## src/rtl/conv_mac_array.sv

```systemverilog
// conv_mac_array: LANES parallel signed multiply-accumulate lanes over a
// KERNEL_SIZE x KERNEL_SIZE kernel, fed and drained by AXI-Stream style
// handshakes. Pipeline: product register -> accumulator -> output register.
// The final tap reaches the output register two edges after it is accepted.
// One global stall freezes every stage whenever the output is held.
`timescale 1ns/1ps

module conv_mac_array #(
    parameter int unsigned WIDTH       = 16,
    parameter int unsigned LANES       = 4,
    parameter int unsigned KERNEL_SIZE = 3,
    parameter int unsigned SHIFT       = 8
) (
    input  logic                       clk,
    input  logic                       aresetn,
    input  logic                       slv_valid,
    output logic                       slv_ready,
    input  logic [LANES*2*WIDTH-1:0]   slv_data,
    input  logic                       slv_last,
    output logic                       mst_valid,
    input  logic                       mst_ready,
    output logic [LANES*WIDTH-1:0]     mst_data,
    output logic                       mst_last,
    input  logic                       relu_en,
    output logic                       sat_flag,
    output logic                       err_short
);

    localparam int unsigned TAPS   = KERNEL_SIZE * KERNEL_SIZE;
    localparam int unsigned TAP_W  = (TAPS > 1) ? $clog2(TAPS) : 1;
    localparam int unsigned PROD_W = 2 * WIDTH;
    // Worst case sum of TAPS full-precision products fits without overflow.
    localparam int unsigned ACC_W  = PROD_W + $clog2(TAPS);

    localparam logic [TAP_W-1:0] LAST_TAP = TAP_W'(TAPS - 1);

    // Clip bounds sign-extended to accumulator width.
    localparam logic signed [ACC_W-1:0] MAX_V =
        $signed({{(ACC_W-WIDTH+1){1'b0}}, {(WIDTH-1){1'b1}}});
    localparam logic signed [ACC_W-1:0] MIN_V =
        $signed({{(ACC_W-WIDTH+1){1'b1}}, {(WIDTH-1){1'b0}}});

    logic                      ready_en_q;
    logic                      stall;
    logic                      accept;
    logic                      final_tap;

    logic [TAP_W-1:0]          tap_q;

    logic signed [PROD_W-1:0]  prod_d     [LANES];
    logic signed [PROD_W-1:0]  s1_prod_q  [LANES];
    logic [TAP_W-1:0]          s1_tap_q;
    logic                      s1_valid_q;
    logic                      s1_final_q;
    logic                      s1_last_q;

    logic signed [ACC_W-1:0]   acc_d      [LANES];
    logic signed [ACC_W-1:0]   acc_q      [LANES];
    logic                      s2_done_q;
    logic                      s2_last_q;

    logic [LANES*WIDTH-1:0]    out_d;
    logic                      clip_any;

    logic                      mst_valid_q;
    logic [LANES*WIDTH-1:0]    mst_data_q;
    logic                      mst_last_q;
    logic                      sat_q;
    logic                      err_q;

    // Handshake glue: ready is held low through reset and the first edge after it.
    always_comb begin
        stall     = mst_valid_q && !mst_ready;
        slv_ready = ready_en_q && !stall;
        accept    = slv_valid && slv_ready;
        final_tap = slv_last || (tap_q == LAST_TAP);
        mst_valid = mst_valid_q;
        mst_data  = mst_data_q;
        mst_last  = mst_last_q;
        sat_flag  = sat_q;
        err_short = err_q;
    end

    // Per-lane full-precision signed products of the incoming beat.
    always_comb begin
        for (int i = 0; i < LANES; i++) begin
            prod_d[i] = PROD_W'($signed(slv_data[PROD_W*i+WIDTH +: WIDTH]))
                      * PROD_W'($signed(slv_data[PROD_W*i +: WIDTH]));
        end
    end

    // Accumulator next value: tap 0 restarts the sum.
    always_comb begin
        for (int i = 0; i < LANES; i++) begin
            if (s1_tap_q == '0) begin
                acc_d[i] = ACC_W'(s1_prod_q[i]);
            end else begin
                acc_d[i] = acc_q[i] + ACC_W'(s1_prod_q[i]);
            end
        end
    end

    // Shift, clip and optional ReLU of the completed sums.
    always_comb begin
        logic signed [ACC_W-1:0] sh;
        logic [WIDTH-1:0]        r;
        out_d    = '0;
        clip_any = 1'b0;
        for (int i = 0; i < LANES; i++) begin
            sh = acc_q[i] >>> SHIFT;
            if (sh > MAX_V) begin
                r        = MAX_V[WIDTH-1:0];
                clip_any = 1'b1;
            end else if (sh < MIN_V) begin
                r        = MIN_V[WIDTH-1:0];
                clip_any = 1'b1;
            end else begin
                r = sh[WIDTH-1:0];
            end
            if (relu_en && r[WIDTH-1]) begin
                r = '0;
            end
            out_d[WIDTH*i +: WIDTH] = r;
        end
    end

    // Input ready enable rises on the first edge out of reset.
    always_ff @(posedge clk or negedge aresetn) begin
        if (!aresetn) begin
            ready_en_q <= 1'b0;
        end else begin
            ready_en_q <= 1'b1;
        end
    end

    // Tap counter: wraps after the final tap or any frame-last beat.
    always_ff @(posedge clk or negedge aresetn) begin
        if (!aresetn) begin
            tap_q <= '0;
        end else if (accept) begin
            tap_q <= final_tap ? '0 : tap_q + TAP_W'(1);
        end
    end

    // Stage 1: register products with tap index and end-of-kernel tags.
    always_ff @(posedge clk or negedge aresetn) begin
        if (!aresetn) begin
            s1_valid_q <= 1'b0;
            s1_tap_q   <= '0;
            s1_final_q <= 1'b0;
            s1_last_q  <= 1'b0;
            for (int i = 0; i < LANES; i++) begin
                s1_prod_q[i] <= '0;
            end
        end else if (!stall) begin
            s1_valid_q <= accept;
            if (accept) begin
                s1_tap_q   <= tap_q;
                s1_final_q <= final_tap;
                s1_last_q  <= slv_last;
                for (int i = 0; i < LANES; i++) begin
                    s1_prod_q[i] <= prod_d[i];
                end
            end
        end
    end

    // Stage 2: accumulate; flag a completed sum on the final or frame-last tap.
    always_ff @(posedge clk or negedge aresetn) begin
        if (!aresetn) begin
            s2_done_q <= 1'b0;
            s2_last_q <= 1'b0;
            for (int i = 0; i < LANES; i++) begin
                acc_q[i] <= '0;
            end
        end else if (!stall) begin
            s2_done_q <= s1_valid_q && s1_final_q;
            if (s1_valid_q) begin
                s2_last_q <= s1_last_q;
                for (int i = 0; i < LANES; i++) begin
                    acc_q[i] <= acc_d[i];
                end
            end
        end
    end

    // Output register: load a finished result, else drop valid after handshake.
    always_ff @(posedge clk or negedge aresetn) begin
        if (!aresetn) begin
            mst_valid_q <= 1'b0;
            mst_data_q  <= '0;
            mst_last_q  <= 1'b0;
        end else if (!stall) begin
            mst_valid_q <= s2_done_q;
            if (s2_done_q) begin
                mst_data_q <= out_d;
                mst_last_q <= s2_last_q;
            end
        end
    end

    // Sticky status: saturation on load, short frame on acceptance.
    always_ff @(posedge clk or negedge aresetn) begin
        if (!aresetn) begin
            sat_q <= 1'b0;
            err_q <= 1'b0;
        end else begin
            if (!stall && s2_done_q && clip_any) begin
                sat_q <= 1'b1;
            end
            if (accept && slv_last && (tap_q != LAST_TAP)) begin
                err_q <= 1'b1;
            end
        end
    end

endmodule

```

## config.mk

```make
export PLATFORM = sky130hd
export DESIGN_NAME = conv_mac_array
export DESIGN_NICKNAME = d
export VERILOG_FILES = /design/src/rtl/conv_mac_array.sv
export SDC_FILE = /design/constraint.sdc
export NUM_CORES = 2
export LEC_CHECK = 0
export ABC_AREA = 1
export CAP_MARGIN = 20
export CORE_MARGIN = 3
export CORE_UTILIZATION = 65
export DETAILED_ROUTE_END_ITERATION = 7
export PLACE_DENSITY = 0.84
export SETUP_SLACK_MARGIN = 0.2
export SYNTH_ARGS = -nofsm -noshare
export SYNTH_HDL_FRONTEND = slang
export SYNTH_SLANG_ARGS = --single-unit
```

## constraint.sdc

```tcl
create_clock -name clk -period 2.7 [get_ports clk]
set_input_delay 0.27 -clock clk [delete_from_list [all_inputs] [get_ports clk]]
set_output_delay 0.27 -clock clk [all_outputs]
set_load 0.01 [all_outputs]
```

==> flow_metrics.env, run 1 <==
export IMPL_run_status="stopped before the end"
export IMPL_lastStage="5_1_grt"
export IMPL_error="[ERROR GRT-0116] Global routing finished with congestion. Check the congestion regions in the DRC Viewer."
export IMPL_grt_overflow=191
export IMPL_synth_seq_cells=354
export IMPL_grt_pass1_wl_um=530000
export IMPL_synth_seq_area_share_pct=13.2
export IMPL_grt_max_degree=103
export IMPL_dpl_cell_count=11223
export IMPL_root_buffer="clkbuf_16"
export IMPL_rows=117
export IMPL_portBuffers=202
export IMPL_ioPinCount=203
export IMPL_synth_top_area_share_pct=31.4
export IMPL_clock_sinks=354
export IMPL_clk_path_buf_depth=3
export IMPL_ys_types=48
export IMPL_placed_cell_area_sq_um=79100
export IMPL_start_util_pct=65.7
export IMPL_netlist_top_cells_area="fa_1 (31%), nand2_1 (14%), dfrtp_1 (13%)"
export IMPL_globalplace_congestion=1.01
export IMPL_htreeDepth=2
export IMPL_syn_area_per_cell_sq_um=7.27
export IMPL_syn_inst=9225
export IMPL_synth_nets=10881
export IMPL_grt_pass1_vias=87800
export IMPL_cts_inserted_buffers=40
export IMPL_place_hpwl_um=170000
export IMPL_die_h_um=327
export IMPL_yosys_warnings=0
export IMPL_gr_usage_all_layers_pct=65.7
export IMPL_die_w_um=327
export IMPL_synth_top_cell_by_area="fa_1"
export IMPL_syn_area_sq_um=67100
## Yosys cell counts, drive strengths merged
| master | count |
|---|---|
| a211oi | 3 |
| o211ai | 31 |
| nand3b | 14 |
| inv | 2198 |
| and2 | 8 |
| nand2b | 5 |
| nor2 | 516 |
| o21ai | 380 |
| nor4 | 16 |
| nand4 | 90 |
| clkinv | 1 |
| or2 | 71 |
| dfrtp | 354 |
| buf | 65 |
| o21bai | 70 |
| a21o | 13 |
| a31oi | 10 |
| xor2 | 66 |
| nand3 | 423 |
| o31ai | 4 |
| nand2 | 2540 |
| and3 | 1 |
| conb | 1 |
| a21boi | 11 |
| o22ai | 8 |
| o21a | 15 |
| nor3 | 78 |
| fa | 1052 |
| a31o | 5 |
| xnor2 | 82 |
| clkbuf | 278 |
| a21oi | 346 |
| ha | 470 |
## logic make-up after synthesis
| family | count (synthesis) | share of synthesized area [%] |
|---|---|---|
| and+or+nand+nor | 3762 | 23.0 |
| buffers and inverters | 2542 | 14.3 |
| adders and majority gates | 1522 | 40.1 |
| AOI/OAI and AO/OA | 896 | 7.41 |
| DFF | 354 | 13.2 |
| xor gates and xnor gates | 148 | 1.93 |
| other | 1 | 0.00559 |
## stage by stage
stage / hold WS (ns) / setup slack, ns / utilization (%)
floorplan: -0.0256 / -2.44 / -
global placement: 0.276 / -3.30 / 77.4
detailed placement: 0.286 / -3.39 / 77.4
CTS: 0.279 / -2.21 / 87.0
## repair_timing
| item | in CTS |
|---|---|
| gates cloned | 34 |
| hold buffers | 1 |
| pin swaps | 794 |
| hold endpoints to repair | 59 |
| resized for setup | 1924 |
| setup endpoints to repair | 116 |
| setup buffers | 334 |
## routing by layer
layer	track usage (%)	GRT overflow
met1	65.4	2
met2	88.0	94
met3	43.3	0
met4	66.6	94
met5	12.7	1
==> inputs of run 2 (changes only) <==
- CORE_UTILIZATION: 65 -> 40
- PLACE_DENSITY: 0.84 -> default
- PLACE_DENSITY_LB_ADDON: default -> 0.15
- SETUP_SLACK_MARGIN: 0.2 -> default
==> run 2 against run 1 <==
Compared with the run above:
- the flow now finishes, with violations (setup timing)
- synthesized cell count unchanged
- synthesized area is the same
==> flow_metrics.env, run 2 <==
export IMPL_place_hpwl_um=176000
export IMPL_largest_register_ff_count=144
export IMPL_grt_max_degree=105
export IMPL_drtPass1Iterations=5
export IMPL_synth_top_area_share_pct=31.4
export IMPL_final_area_sq_um=92500
export IMPL_clk_pin_slew_ns=0.06
export IMPL_synth_seq_cells=354
export IMPL_synth_common_cells="nand2_1 (2,532), inv_1 (2,192), fa_1 (1,052)"
export IMPL_most_common_layout_cells="nand2_1 (2,190), inv_1 (1,852), fa_1 (918)"
export IMPL_cp_endpoint="s1_prod_q[61]"
export IMPL_core_sq_um=166000
export IMPL_fin_crit_ns=4.87
export IMPL_n_antenna_cell=0
export IMPL_crit_path_start="slv_data[93]"
export IMPL_grt_antenna_before_repair=1
export IMPL_syn_area_sq_um=67100
export IMPL_post_route_drc_count=0
export IMPL_grt_pass1_wl_um=355000
export IMPL_rr_worst_depth=15
export IMPL_layout_commonest_cell="nand2_1"
export IMPL_die_area_sq_um=173000
export IMPL_relSlewSlack_pct=45.7
export IMPL_syn_to_final_growth_pct=37.9
export IMPL_maxCapViolations=0
export IMPL_finalCritPeriodShare_pct=180
export IMPL_critPathArrivalTime_ns=5.36
export IMPL_start_kind="input pin"
export IMPL_die_h_um=416
export IMPL_root_buffer="clkbuf_16"
export IMPL_placed_cell_area_sq_um=80600
export IMPL_syn_inst=9225
export IMPL_synth_nets=10881
export IMPL_ys_types=48
export IMPL_drt_iter0_markers=3849
export IMPL_ioPinCount=203
export IMPL_globalplace_congestion=0.977
export IMPL_wirelength_um=222000
export IMPL_synth_seq_area_share_pct=13.2
export IMPL_r2r_setup_slack_ns=0.11
export IMPL_crit_buf_inv=9
export IMPL_gr_usage_all_layers_pct=25.6
export IMPL_synth_most_common_cell="nand2_1"
export IMPL_ant_nets=0
export IMPL_setup_violations=108
export IMPL_maxSlewViolCount=0
export IMPL_yosys_warnings=0
export IMPL_final_hold_viol_count=0
export IMPL_worstSetupPathType="input pin to flip-flop"
export IMPL_required_ns=3.19
export IMPL_setup_ws_ns=-2.17
export IMPL_netlist_top_cells_area="fa_1 (31%), nand2_1 (14%), dfrtp_1 (13%)"
export IMPL_cts_inserted_buffers=46
export IMPL_synthArstFlopShare_pct=100
export IMPL_portBuffers=202
export IMPL_max_freq_mhz=206
export IMPL_worstReg2RegEnd="acc_q[64]"
export IMPL_synth_ff_type="dfrtp_1"
export IMPL_nets=11985
export IMPL_cp_end_kind="flip-flop"
export IMPL_run_status="complete, but fails checks"
export IMPL_synth_edf_count=0
export IMPL_cp_slowest_stage_delay_ns=0.53
export IMPL_crit_cells=26
export IMPL_critPathTopFamily="adder cells"
export IMPL_hp_class="input pin to async pin"
export IMPL_synth_top_cell_by_area="fa_1"
export IMPL_post_drt_wl_per_cell_um=17.7
export IMPL_grt_pass1_vias=64965
export IMPL_viasPerCell=4.95
export IMPL_clk_path_buf_depth=3
export IMPL_die_w_um=416
export IMPL_violations="setup timing"
export IMPL_drive_gt1_share_pct=28.9
export IMPL_tritoncts="done"
export IMPL_regMostFlops="acc_q"
export IMPL_rsz0062_at_grt="true"
export IMPL_worst_pin_slew_ns=0.815
export IMPL_crit_path_frequent_cell="fa_1"
export IMPL_worstPathMaxFanout=6
export IMPL_clock_latency_ns=0.61
export IMPL_slowest_stage="fa_1"
export IMPL_start_util_pct=40.5
export IMPL_htreeDepth=2
export IMPL_tns_ns=-192.97
export IMPL_via_count=62165
export IMPL_skew_ns=0.0205
export IMPL_rows=149
export IMPL_reg2reg_from="s1_prod_q[32]"
export IMPL_syn_area_per_cell_sq_um=7.27
export IMPL_grt_overflow=0
export IMPL_clock_sinks=354
export IMPL_final_core_util_pct=55.8
-- run 2: kinds of logic after synthesis --
family / Yosys count / share of synthesized area [%]
AOI/OAI and AO/OA: 896 / 7.41
xor gates and xnor gates: 148 / 1.93
adders and majority gates: 1522 / 40.1
buffers and inverters: 2542 / 14.3
DFF: 354 / 13.2
other: 1 / 0.00559
and+or+nand+nor: 3762 / 23.0
-- run 2: per-stage QoR --
step,cells,setup WS (ns),hold WS (ns)
after floorplan,9225,-2.44,-0.0256
after global placement,12079,-3.57,0.273
after detailed placement,12079,-3.62,0.275
after CTS,12484,-2.12,0.206
after global routing,12554,-2.29,0.239
final,12554,-2.17,0.219
-- run 2: timing repair --
action                                   CTS  global route
endpoints found under the hold margin     54             0
endpoints found under the setup margin   112           119
setup buffers                            292           119
gates resized for setup                 1522          1072
cloned                                    34             1
hold buffers                               1             0
pin swaps                                620           635
-- run 2: routing by layer --
layer	GRT usage, %	wire [um]	part of all wire [%]	vias up
li1	-	-	-	29808
met1	35.8	100000	45	30679
met2	43.3	106000	48	1394
met3	2.23	10100	4.6	284
met4	5.40	5370	2.4	0
met5	0	0	0	-
-- run 2: worst min-delay path by stage --
stage	slack, ns	to	start	depth (start not counted)
after floorplan	-0.03	acc_q[0]	aresetn	0
after global placement	0.27	mst_data[28]	aresetn	1
after detailed placement	0.28	mst_data[28]	aresetn	1
after CTS	0.21	mst_data[28]	aresetn	2
after global routing	0.24	mst_data[28]	aresetn	2
final	0.22	mst_data[28]	aresetn	2
-- run 2: worst reg2reg max path, cell delays in order, from the launching register on --
cell and delay, ns:
dfrtp_1 0.38, ha_2 0.24, inv_1 0.06, fa_1 0.40, inv_1 0.13, nand3_1 0.08, inv_1 0.05, nor2_1 0.07
o21ai_2 0.26, nand2_1 0.11, nand2_1 0.15, nand3_1 0.22, nand3_1 0.13, nand3_1 0.08, nand2_1 0.08, nand2_1 0.05
-- run 2: final cells by class --
type | count | area (sq um)
multi-input combinational | 6329 | 56500
fill | 15294 | 73200
clock buffer | 57 | 1270
tap | 2189 | 2740
inverter | 2199 | 8360
timing repair buffer | 1399 | 14500
clock inverter | 27 | 310
sequential | 354 | 8860
Power of run 2 is not shown: default switching activity piles up to over one toggle a cycle in this logic, so the estimate is an artifact.
